<file path="config.mk">
export PLATFORM = sky130hd
export DESIGN_NAME = alu_top
export DESIGN_NICKNAME = d
export VERILOG_FILES = /design/src/rtl/alu_top.sv
export SDC_FILE = /design/constraint.sdc
export NUM_CORES = 1
export LEC_CHECK = 0
export CAP_MARGIN = 20
export CORE_MARGIN = 2
export CORE_UTILIZATION = 65
export DETAILED_ROUTE_END_ITERATION = 12
export PLACE_DENSITY_LB_ADDON = 0.08
export SLEW_MARGIN = 0
export SYNTH_ARGS = -nofsm -noshare
export SYNTH_HDL_FRONTEND = slang
export SYNTH_SLANG_ARGS = --single-unit
export TNS_END_PERCENT = 10
</file>
<file path="constraint.sdc">
create_clock -name clk -period 5.7 [get_ports clk]
set_input_delay 0.57 -clock clk [delete_from_list [all_inputs] [get_ports clk]]
set_output_delay 0.57 -clock clk [all_outputs]
set_load 0.01 [all_outputs]
</file>
<file path="src/rtl/alu_top.sv">
// Multi-cycle 8-bit ALU with a start/done handshake and a registered 16-bit result.
// Multiply is an iterative shift-add; divide is an iterative restoring divider.
module alu_top (
   input  logic        clk,
   input  logic        reset,
   input  logic        start,
   input  logic [2:0]  op,
   input  logic [7:0]  in_a,
   input  logic [7:0]  in_b,
   output logic        done,
   output logic [15:0] result
);

   localparam logic [2:0] IDLE     = 3'd0;
   localparam logic [2:0] EXEC     = 3'd1;
   localparam logic [2:0] MUL_ITER = 3'd2;
   localparam logic [2:0] DIV_ITER = 3'd3;
   localparam logic [2:0] FINISH   = 3'd4;

   localparam logic [2:0] OP_ADD = 3'b000;
   localparam logic [2:0] OP_SUB = 3'b001;
   localparam logic [2:0] OP_MUL = 3'b010;
   localparam logic [2:0] OP_DIV = 3'b011;
   localparam logic [2:0] OP_AND = 3'b100;
   localparam logic [2:0] OP_OR  = 3'b101;
   localparam logic [2:0] OP_XOR = 3'b110;

   logic [2:0]  state_q, state_d;
   logic [2:0]  op_q, op_d;
   logic [7:0]  a_q, a_d;
   logic [7:0]  b_q, b_d;
   logic [15:0] accum_q, accum_d;
   logic [15:0] mcand_q, mcand_d;
   logic [7:0]  mplier_q, mplier_d;
   logic [7:0]  rem_q, rem_d;
   logic [7:0]  quot_q, quot_d;
   logic [2:0]  cnt_q, cnt_d;
   logic        done_q, done_d;
   logic [15:0] result_q, result_d;

   logic [8:0]  addSum;
   logic [15:0] execResult;
   logic [8:0]  divShift;
   logic        divFits;
   logic [7:0]  divDiff;

   assign addSum = {1'b0, a_q} + {1'b0, b_q};

   // quot_q doubles as the dividend shift register; its MSB feeds the remainder
   // while quotient bits enter at the LSB. The true difference always fits in 8 bits.
   assign divShift = {rem_q, quot_q[7]};
   assign divFits  = (divShift >= {1'b0, b_q});
   assign divDiff  = divShift[7:0] - b_q;

   // Single-cycle operations; DIV only lands here when the divisor is zero.
   always_comb begin
      execResult = 16'h0000;
      case (op_q)
         OP_ADD:  execResult = {7'b0, addSum};
         OP_SUB:  execResult = {8'h00, a_q} - {8'h00, b_q};
         OP_DIV:  execResult = 16'hFFFF;
         OP_AND:  execResult = {8'h00, a_q & b_q};
         OP_OR:   execResult = {8'h00, a_q | b_q};
         OP_XOR:  execResult = {8'h00, a_q ^ b_q};
         default: execResult = 16'h0000;
      endcase
   end

   // Controller: acceptance in IDLE, iteration phases, and completion.
   always_comb begin
      state_d  = state_q;
      op_d     = op_q;
      a_d      = a_q;
      b_d      = b_q;
      accum_d  = accum_q;
      mcand_d  = mcand_q;
      mplier_d = mplier_q;
      rem_d    = rem_q;
      quot_d   = quot_q;
      cnt_d    = cnt_q;
      done_d   = done_q;
      result_d = result_q;
      case (state_q)
         IDLE: begin
            if (start) begin
               op_d     = op;
               a_d      = in_a;
               b_d      = in_b;
               done_d   = 1'b0;
               cnt_d    = 3'd0;
               accum_d  = 16'h0000;
               mcand_d  = {8'h00, in_a};
               mplier_d = in_b;
               rem_d    = 8'h00;
               quot_d   = in_a;
               if (op == OP_MUL) begin
                  state_d = MUL_ITER;
               end else if ((op == OP_DIV) && (in_b != 8'h00)) begin
                  state_d = DIV_ITER;
               end else begin
                  state_d = EXEC;
               end
            end
         end
         EXEC: begin
            result_d = execResult;
            done_d   = 1'b1;
            state_d  = IDLE;
         end
         MUL_ITER: begin
            if (mplier_q[0]) begin
               accum_d = accum_q + mcand_q;
            end
            mcand_d  = {mcand_q[14:0], 1'b0};
            mplier_d = {1'b0, mplier_q[7:1]};
            cnt_d    = cnt_q + 3'd1;
            if (cnt_q == 3'd7) begin
               state_d = FINISH;
            end
         end
         DIV_ITER: begin
            if (divFits) begin
               rem_d  = divDiff;
               quot_d = {quot_q[6:0], 1'b1};
            end else begin
               rem_d  = divShift[7:0];
               quot_d = {quot_q[6:0], 1'b0};
            end
            cnt_d = cnt_q + 3'd1;
            if (cnt_q == 3'd7) begin
               state_d = FINISH;
            end
         end
         FINISH: begin
            result_d = (op_q == OP_MUL) ? accum_q : {rem_q, quot_q};
            done_d   = 1'b1;
            state_d  = IDLE;
         end
         default: begin
            state_d = IDLE;
         end
      endcase
   end

   // All state, including the outputs, clears immediately on reset.
   always_ff @(posedge clk or posedge reset) begin
      if (reset) begin
         state_q  <= IDLE;
         op_q     <= 3'd0;
         a_q      <= 8'h00;
         b_q      <= 8'h00;
         accum_q  <= 16'h0000;
         mcand_q  <= 16'h0000;
         mplier_q <= 8'h00;
         rem_q    <= 8'h00;
         quot_q   <= 8'h00;
         cnt_q    <= 3'd0;
         done_q   <= 1'b0;
         result_q <= 16'h0000;
      end else begin
         state_q  <= state_d;
         op_q     <= op_d;
         a_q      <= a_d;
         b_q      <= b_d;
         accum_q  <= accum_d;
         mcand_q  <= mcand_d;
         mplier_q <= mplier_d;
         rem_q    <= rem_d;
         quot_q   <= quot_d;
         cnt_q    <= cnt_d;
         done_q   <= done_d;
         result_q <= result_d;
      end
   end

   assign done   = done_q;
   assign result = result_q;

endmodule

</file>
-- Word-level counts from Yosys, hierarchy flattened
Cells that the tools add are included.
Widths: inputs -> output; s select.
- bits in registers: 98
- latch bits: 0
- memory bits (writable): 0
- bits in read-only memories: 0
- input bits: 22
- word-level logic and storage cells: 80
- memories: 0
- add/subtract/negate cells: 5
- multiply operators: 0
- divide/modulo/power cells: 0
- order comparisons: 1
- eq/ne operators: 16
- shift operators: 0
- muxes and demuxes: 25
- bitwise gates (word level): 3
- reduce and logical (&&, ||, !) cells: 18
- operators with widths (cell ; count):
    $pmux 16 s2 ; 3
    $pmux 16 s6 ; 1
    $mux 16 ; 4
    $pmux 8 s2 ; 3
    $mux 8 ; 4
    $eq 3x2->1 const B ; 6
    $add 16x16->16 ; 1
    $eq 3x3->1 const B ; 5
    $pmux 3 s2 ; 2
    $reduce_and 2->1 ; 6
    $reduce_bool 2->1 ; 5
    $add 8x8->9 ; 1
    $ge 9x8->1 ; 1
    $mux 3 ; 3
    $sub 8x8->9 ; 1
    $and 8x8->8 ; 1
    $or 8x8->8 ; 1
    $reduce_bool 8->1 ; 1
    $sub 8x8->8 ; 1
    $xor 8x8->8 ; 1
    $eq 3x1->1 const B ; 2
    $logic_not 3->1 ; 2
    $mux 2 ; 2
    $ne 2x2->1 const B ; 2
    other kinds (7) ; 9

-- Logic depth before layout (Yosys ltp)
Gate-level depths: netlist (run 1).
- depth after elaboration: 6
- depth in mapped cells: 10

-- Worst setup path after synthesis (run 1)
No wires, ideal clock.
- path type: reg-to-reg
- from: reg accum_q[0]
- to: reg accum_q[14]
- arrival time: 2187 ps
- required time: 5567 ps
- path slack: 3380 ps
- cell stages (with the launch flop): 10
- path buffers: 0
- path through: dfrtp_1 ha_1 fa_1 a211o_1 o211ai_1 a32o_1 o21ai_0 a31oi_1 xor2_1 o21ai_0
- longest elaborated chain between the ends: 3
- ends and longest elaborated chain (what ; RTL line ; text):
    from (decl) ; 32 ; logic [15:0] accum_q, accum_d;
    from (signal assigned) ; 165 ; accum_q <= accum_d;
    $add 16x16->16 ; 112 ; accum_d = accum_q + mcand_q;
    $mux 16 ; 111 ; if (mplier_q[0]) begin
    $pmux 16 s2 ; 83 ; case (state_q)
No other way between the ends. The select of a mux whose other input is x is not followed.
A chain may end at the register's enable or synchronous reset.

-- Worst setup path in the final report (run 1)
- from: reg b_q[4]
- to: reg rem_q[1]
- longest elaborated chain between the ends: 3
- ends and longest elaborated chain (what ; RTL line ; text):
    from (decl) ; 31 ; logic [7:0] b_q, b_d;
    from (signal assigned) ; 151 ; b_q <= 8'h00;
    from (signal assigned) ; 164 ; b_q <= b_d;
    $ge 9x8->1 ; 52 ; assign divFits = (divShift >= {1'b0, b_q});
    $mux 8 ; 122 ; if (divFits) begin
    $pmux 8 s2 ; 83 ;
    to (signal assigned) ; 168 ; rem_q <= rem_d;
    to (decl) ; 35 ; logic [7:0] rem_q, rem_d;
No other way between the ends.

==> impl_metrics.ini, run 1 <==
[sta]
finalClockSkew_ps = 15.8
finalCritPeriodShare_pct = 51.3
fmax_mhz = 342
finalCriticalPeriod_ps = 2930
max-slew-margin-rel_pct = 33.1
hold_viol = 0
setup_viol = 0
worst_pin_slew_ps = 1000
slew_viol_final = 0
tns_ps = 0
rsz0062_at_grt = false

[global_routing]
grt_max_degree = 86
track_usage_pct = 31.4
overflow = 0
grt_pass1_wl_mm = 25.0
antenna_found_initial = 0
grt_pass1_vias = 4894

[routing]
dr.pass1.iters = 7
drc = 0
m1WireLength_mm = 6.90
via_per_inst = 6.30
top_layer = met4
drtAntennaViolNets = 0
met2WireLength_mm = 7.40
vias = 5262
wl_mm = 15.8
drt_iter0_drc = 401
avgRoutedWirePerCell_um = 18.9
dr_wl_met3_mm = 1.13

[synth]
synth.cell_area_mm2 = 0.00624
ys_seq_area_share_pct = 39.3
ys_seq_elements = 98
synth_warnings = 0
synth-edff-count = 0
synth.distinct_cells = 56
async_flop_share_pct = 100
syn_inst = 681
syn_nets = 758
avgSynthCellArea_um2 = 9.16
synth-main-ff-cell = dfrtp_1

[clocking]
cts-root-buf = clkbuf_8
cts_max_path_buffers = 2
cts_hold_buffers = 0
clk_latency_ps = 370
clock_sinks = 98
cts_tree = built
clkTransAtPathRegs_ps = 100
cts_made_buffers = 9
h-tree-depth = 3
cts_resized = 0
cts_setup_buffers = 0

[place]
globalplace.congestion = 0.937
placed_cells = 816
dp_hpwl_mm = 11.7
numPortBuffers = 38
place_area_mm2 = 0.00668

[cells_and_area]
drive_gt1_share_pct = 5.95
nets = 778
final_common_cell = dfrtp_1
layout_common_cells = dfrtp_1 (98), nand2_1 (90), o21ai_0 (58)
stdcell_count = 835
synthToLayoutAreaGrowth_pct = 11.6
diodes = 0
fin_area_mm2 = 0.00696

[pwr]
p_leak_nw = 3.25
peakVddDrop_mv = 0.345
power_density_mw_per_mm2 = 621

[critical_path]
r2r_slack_ps = 2770
cp_max_fo = 11
crit_required_ps = 5970
r2r_start = b_q[4]$_DFFE_PP0P_
critPathCaptureType = flop
crit_arrival_ps = 3190
startpoint_type = flop
r2r_end = rem_q[1]$_DFFE_PP0P_
crit_type = reg2reg
reg2reg_depth = 9

[floorplan]
die_w_um = 102
ios = 39
core_area_mm2 = 0.00928
die-area_mm2 = 0.0104
initial_core_util_pct = 67.2
die_y_um = 102
rows = 35

[run]
maxCapViolCount = 0

[worst_hold_path]
worstHoldPathType = in2async

[outcome]
status = finished, final reports clean
==> layer usage <==
layer  vias up  global-route usage (%)
met1      2548                    44.8
met5         -                       0
met2       200                    49.1
met4         0                    10.7
li1       2487                       -
met3        27                    5.34
==> kinds of logic after synthesis <==
family,count (synthesis),synth area share [%]
AOI/OAI and AO/OA,224,24.3
xor gates and xnor gates,24,3.37
adders and majority gates,55,11.5
buffers and inverters,68,4.19
DFF,98,39.3
muxes,20,3.43
and+or+nand+nor,192,13.9
==> power by group <==
| part | total (mW) | internal (mW) | leakage [nW] | switching [mW] |
|---|---|---|---|---|
| combinational | 2.46 | 1.06 | 1.89 | 1.40 |
| sequential | 1.33 | 0.999 | 1.24 | 0.334 |
| clock | 0.531 | 0.265 | 0.115 | 0.266 |
==> state kept, by name, summed over array words and instances, names as in the netlist <==
| signal | flops |
|---|---|
| quot_q | 8 |
| mplier_q | 8 |
| b_q | 8 |
| a_q | 8 |
| cnt_q | 3 |
| state_q | 3 |
| mcand_q | 16 |
| op_q | 3 |
| accum_q | 16 |
| done | 1 |
| rem_q | 8 |
| result | 16 |
==> how the worst max path moves through the flow <==
stage / startpoint / to / slack (ps) / cells past startpoint
after detailed placement: start / mcand_q[3]$_DFFE_PP0P_ / 2470 / 6
after floorplan: reset / a_q[0]$_DFFE_PP0P_ / 2570 / 1
after CTS: b_q[4]$_DFFE_PP0P_ / rem_q[1]$_DFFE_PP0P_ / 2810 / 9
after global placement: start / mcand_q[6]$_DFFE_PP0P_ / 2600 / 6
final: b_q[4]$_DFFE_PP0P_ / rem_q[1]$_DFFE_PP0P_ / 2770 / 9
after global routing: b_q[4]$_DFFE_PP0P_ / rem_q[1]$_DFFE_PP0P_ / 2640 / 9
==> metrics by stage <==
stage               setup WS, ps  hold slack [ps]  utilization [%]  total power, mW
CTS                         2810              448             74.4             4.26
floorplan                   2570              446                -             3.04
global route                2640              457             75.0             4.65
detailed placement          2470              467             71.9             3.72
finish                      2770              445             75.0             4.32
global placement            2600              461             71.9             3.61
==> final cells by class <==
type                    count  area, um2
multi-input cells         515       3530
flip-flops and latches     98       2450
fillers                   674       2320
repair buffers             44        457
well taps                 129        161
clock buffers              10        138
inverters                  33        126
clock inverters             6       96.3
==> critical path, cell delays in order, from the launching register on <==
cell and delay [ps]:
dfrtp_1 400, inv_1 200, ha_1 330, a21o_1 200, a21o_1 170, a21o_1 190
o21bai_1 150, a21boi_1 730, mux2i_1 200, a22o_1 240
==> Yosys cell counts, types with 9 or more instances <==
cell | count | area share, %
a221o_1 | 15 | 2.4
o21ai_0 | 58 | 4.7
mux2i_1 | 9 | 1.4
nor2_1 | 38 | 2.3
nor2b_1 | 9 | 0.90
ha_1 | 51 | 10
inv_1 | 33 | 2.0
nand2_1 | 90 | 5.4
mux2_2 | 11 | 2.0
xor2_1 | 12 | 1.7
nand3_1 | 14 | 1.1
dfrtp_1 | 98 | 39
and2_1 | 11 | 1.1
clkbuf_1 | 27 | 1.6
o21bai_1 | 11 | 1.3
xnor2_1 | 12 | 1.7
a21oi_1 | 39 | 3.1
nand2b_1 | 9 | 0.90
a31oi_1 | 13 | 1.3
a21o_1 | 26 | 3.1
Note: power is estimated with default switching activity, not from simulation.
==> run 2: changes to the inputs <==
--- a/config.mk
+++ b/config.mk
@@ -7,7 +7,7 @@
 export LEC_CHECK = 0
 export CAP_MARGIN = 20
 export CORE_MARGIN = 2
-export CORE_UTILIZATION = 65
+export CORE_UTILIZATION = 60
 export DETAILED_ROUTE_END_ITERATION = 12
 export PLACE_DENSITY_LB_ADDON = 0.08
 export SLEW_MARGIN = 0
==> constraint.sdc (replaced) <==
create_clock -name clk -period 2.9 [get_ports clk]
set_input_delay 0.29 -clock clk [delete_from_list [all_inputs] [get_ports clk]]
set_output_delay 0.29 -clock clk [all_outputs]
set_load 0.01 [all_outputs]
==> run 2 against run 1 <==
  * First-iteration DRC count is 6.7% higher
  * Maximum frequency increased by 10%
  * Via count rose by 1.1%
  * Wire length is 3.2% higher
  * Utilization is 6.7 points lower
  * Non-clock buffer count rose by 6
  * Clock power rose by 90%
  * Clock skew decreased by 7.3 ps
  * Worst setup slack got worse by 2500 ps
  * Largest cell class unchanged
  * Largest power group unchanged
  * Highest routed layer unchanged
==> impl_metrics.ini, run 2 (synthesis gave the netlist of run 1 again) <==
[outcome]
status = finished, final reports clean

[pwr]
internal-power_mw = 4.61
combPwrFrac_pct = 58.3
switching_share_pct = 46.1
p_leak_nw = 3.27
clock_power_share_pct = 11.8
netSwitchingPower_mw = 3.94
power_mw = 8.55
peakVddDrop_mv = 0.674
sequentialPowerShare_pct = 29.9
power_density_mw_per_mm2 = 1220

[cells_and_area]
diodes = 0
layout_common_cells = dfrtp_1 (98), nand2_1 (90), o21ai_0 (58)
drive_gt1_share_pct = 6.74
synthToLayoutAreaGrowth_pct = 12.0
final_common_cell = dfrtp_1
fin_area_mm2 = 0.00699
nets = 784
filler_cell_count = 840

[sta]
finalCriticalPeriod_ps = 2650
tns_ps = 0
finalCritPeriodShare_pct = 91.5
max-slew-margin-rel_pct = 34.9
slew_viol_final = 0
worst_pin_slew_ps = 973
hold_viol = 0
finalClockSkew_ps = 8.49
setup_viol = 0
fmax_mhz = 377
rsz0062_at_grt = false
whs_ps = 294

[routing]
drc = 0
wl_mm = 16.3
vias = 5319
drtAntennaViolNets = 0
avgRoutedWirePerCell_um = 19.2
dr.pass1.iters = 5
via_per_inst = 6.27
drt_iter0_drc = 428

[floorplan]
die_w_um = 106
rows = 37
core_area_mm2 = 0.0102
ios = 39
die-area_mm2 = 0.0112
initial_core_util_pct = 61.0
die_y_um = 106

[place]
numPortBuffers = 38
place_area_mm2 = 0.00676
globalplace.congestion = 0.967
dp_hpwl_mm = 12.5

[clocking]
clk_latency_ps = 370
cts-root-buf = clkbuf_8
cts_resized = 0
cts_made_buffers = 9
clock_sinks = 98
cts_setup_buffers = 0
clkTransAtPathRegs_ps = 100
cts_max_path_buffers = 2
cts_hold_buffers = 0
cts_tree = built
h-tree-depth = 3

[global_routing]
grt_max_degree = 43
grt_pass1_vias = 5203
antenna_found_initial = 0
track_usage_pct = 30.9
grt_pass1_wl_mm = 26.9
overflow = 0

[critical_path]
crit_type = reg2reg
crit_buf_inv = 0
cp_max_fo = 3
startpoint_type = flop
crit_path_frequent_cell = o21ai_0
worst_path_max_delay_cell = fa_1
crit_arrival_ps = 2900
crit_required_ps = 3150
slowest_delay_ps = 430
crit_path_cell_trace = ha_1 -> fa_1 -> a211o_1 -> o211ai_1 -> a32o_1 -> o21ai_0 -> a31oi_1 -> xor2_1 -> o21ai_0
cp_top_family = compound AO/OA/AOI/OAI gates
critPathCaptureType = flop

[worst_hold_path]
worstHoldPathType = in2async

[run]
maxCapViolCount = 0
## run 2: cell count changes in the layout (fill, tap and decap cells not counted), sizes merged
cell / before / now
buf: 6 / 12
clkinv: 1 / 3
clkinvlp: 1 / 0
inv: 35 / 34
## run 2: worst paths after layout
| check | startpoint | to | slack (ps) | depth (start not counted) |
|---|---|---|---|---|
| worst max-delay path | accum_q[0]$_DFFE_PP0P_ | accum_q[14]$_DFFE_PP0P_ | 250 | 9 |
| worst max register to register | accum_q[0]$_DFFE_PP0P_ | accum_q[14]$_DFFE_PP0P_ | 250 | 9 |
| worst min register to register | mplier_q[1]$_DFFE_PP0P_ | mplier_q[1]$_DFFE_PP0P_ | 490 | 2 |
| worst min-delay path | reset | mplier_q[6]$_DFFE_PP0P_ | 290 | 2 |
| max in group asynchronous | reset | state_q[1]$_DFFE_PP0P_ | 1970 | 3 |
| min in group clk | op[2] | op_q[2]$_DFFE_PP0P_ | 490 | 3 |
## run 2: layout make-up
type	instances	area [um2]	area share (%)
multi-input cells	515	3530	50.5
clock inverters	6	87.6	1.25
inverters	33	126	1.81
flip-flops and latches	98	2450	35.1
clock buffers	10	138	1.97
well taps	136	170	2.43
repair buffers	50	483	6.91
## run 2: metal layers
metal	track usage, %	share of wire, %
met1	43.4	45
met3	4.72	6.0
met5	0	0
met2	48.3	46
met4	12.2	3.7
## run 2: metrics by stage
stage,std cells,util [%],setup slack (ps)
finish,848,68.3,248
floorplan,681,-,47.9
CTS,848,68.3,297
detailed placement,832,66.1,333
global placement,832,66.1,413
global route,848,68.3,57.7
## run 2: power by group through the flow
stage / Clock, mW / Combinational (mW) / Sequential (mW)
2_1_floorplan: 0 / 3.59 / 2.39
3_3_place_gp: 0 / 4.76 / 2.54
3_5_place_dp: 0 / 4.89 / 2.57
4_1_cts: 1.02 / 4.92 / 2.55
5_1_grt: 1.07 / 5.49 / 2.64
6_report: 1.01 / 4.98 / 2.56
==> run 3: changes to the inputs <==
--- a/config.mk
+++ b/config.mk
@@ -9,6 +9,7 @@
 export CORE_MARGIN = 2
 export CORE_UTILIZATION = 60
 export DETAILED_ROUTE_END_ITERATION = 12
+export GPL_TIMING_DRIVEN = 0
 export PLACE_DENSITY_LB_ADDON = 0.08
 export SLEW_MARGIN = 0
 export SYNTH_ARGS = -nofsm -noshare
==> run 3 against run 2 <==
  * Wire length up 1.4%
  * Flip-flop and latch count stayed put
  * Non-clock buffer count is 24 higher
  * Critical path type unchanged
  * Hold slack got worse by 65 ps
  * Critical path depth increased by 1
  * First-iteration DRC count increased by 3.0%
  * Power fell by 1.3%
  * Final area is 0.30% higher
  * Die area did not move
  * Combinational power increased by 2%
==> impl_metrics.ini, run 3 (synthesis gave the netlist of run 1 again) <==
[outcome]
status = finished, final reports clean

[run]
maxCapViolCount = 0

[floorplan]
die_w_um = 106
initial_core_util_pct = 61.0
die-area_mm2 = 0.0112
ios = 39
die_y_um = 106
core_area_mm2 = 0.0102
rows = 37

[global_routing]
track_usage_pct = 31.2
grt_pass1_wl_mm = 26.8
grt_max_degree = 74
antenna_found_initial = 0
grt_pass1_vias = 5064
overflow = 0

[pwr]
p_leak_nw = 3.26
peakVddDrop_mv = 0.745
power_density_mw_per_mm2 = 1200

[cells_and_area]
stdcell_count = 872
fin_area_mm2 = 0.00701
nets = 808
synthToLayoutAreaGrowth_pct = 12.4
diodes = 0
final_common_cell = dfrtp_1
postLayoutCoreUtil_pct = 68.5
drive_gt1_share_pct = 5.43
layout_common_cells = dfrtp_1 (98), nand2_1 (90), o21ai_0 (58)

[sta]
whs_ps = 228
slew_viol_final = 0
rsz0062_at_grt = false
max-slew-margin-rel_pct = 43.1
hold_viol = 0
finalCritPeriodShare_pct = 92.5
fmax_mhz = 373
worst_pin_slew_ps = 849
finalCriticalPeriod_ps = 2680
finalClockSkew_ps = 7.72
setup_viol = 0

[routing]
dr.pass1.iters = 5
drt_iter0_drc = 441
vias = 5309
drtAntennaViolNets = 0
avgRoutedWirePerCell_um = 18.9
drc = 0
wl_mm = 16.5
via_per_inst = 6.09

[clocking]
h-tree-depth = 3
cts_made_buffers = 9
clk_latency_ps = 380
cts_tree = built
clock_sinks = 98
clkTransAtPathRegs_ps = 100
cts-root-buf = clkbuf_8
cts_max_path_buffers = 2
cts_hold_buffers = 0

[place]
place_area_mm2 = 0.00682
numPortBuffers = 38
placed_cells = 856
globalplace.congestion = 1.04
dp_hpwl_mm = 12.9

[critical_path]
r2r_start = b_q[2]$_DFFE_PP0P_
crit_arrival_ps = 2980
crit_start = b_q[2]$_DFFE_PP0P_
reg2reg_depth = 10
crit_path_cell_trace = inv_1 -> ha_1 -> clkbuf_1 -> o21bai_1 -> a21oi_1 -> o21ai_0 -> a21oi_1 -> o21bai_1 -> a211o_1 -> a31oi_1
crit_type = reg2reg
startpoint_type = flop
worst_path_max_delay_cell = a211o_1
cp_max_fo = 8
critPathCaptureType = flop
crit_required_ps = 3200
slowest_delay_ps = 420

[worst_hold_path]
worstHoldPathType = in2async
==> run 3: changes by cell type in the layout (fill, tap and decap cells not counted), moves of 2 or more <==
cell,before,now
nor2_1,35,38
buf_4,11,0
inv_8,0,2
bufinv_16,2,0
buf_1,0,3
buf_2,0,5
clkbuf_1,0,27
nor2_2,3,0
==> run 3: timing repair <==
action | 4_1_cts | 5_1_grt
endpoints found under the hold margin | 0 | 0
endpoints found under the setup margin | 0 | 1
buffers inserted | 0 | 0
gates resized for setup | 0 | 1
==> run 3: layout make-up <==
cell class,instances,area [um2]
inverter,33,126
timing repair buffer,39,408
clock buffer,9,124
multi-input combinational,515,3530
tap,136,170
fill,810,3220
sequential,98,2450
buffer,35,138
clock inverter,7,61.3
==> run 3: stage by stage <==
stage               setup slack [ps]  TNS, ps  total power, mW
global placement               -1280  -124450             7.31
finish                           218        0             8.44
detailed placement               230        0             7.49
floorplan                       47.9        0             5.98
CTS                              219        0             8.35
global route                    16.8        0             9.13
==> run 3: routing by layer <==
metal / up-vias / share of wire [%] / global-route usage, %
met5: - / 0 / 0
met4: 0 / 2.7 / 9.87
met3: 31 / 6.4 / 5.40
met2: 183 / 47 / 50.0
met1: 2542 / 44 / 43.6
li1: 2553 / - / -
==> run 3: final timing paths <==
check	end	slack [ps]
setup reg to reg	result[15]$_DFFE_PP0P_	220
min in group clk	op_q[2]$_DFFE_PP0P_	460
setup / recovery	result[15]$_DFFE_PP0P_	220
hold reg to reg	mplier_q[7]$_DFFE_PP0P_	490
hold / removal	mplier_q[5]$_DFFE_PP0P_	230
max in group asynchronous	result[3]$_DFFE_PP0P_	2010
==> run 3: where the power goes <==
part / switching [mW] / internal (mW) / total (mW)
sequential: 0.519 / 1.97 / 2.48
combinational: 2.96 / 2.13 / 5.09
clock: 0.534 / 0.330 / 0.864
==> run 3: worst max-delay path, delay by kind of cell, from the launching register on <==
family                     cells  cell delay (ps)
AOI/OAI and AO/OA              7             1520
DFF                            1              360
buffers and inverters          2              410
adders and majority gates      1              310
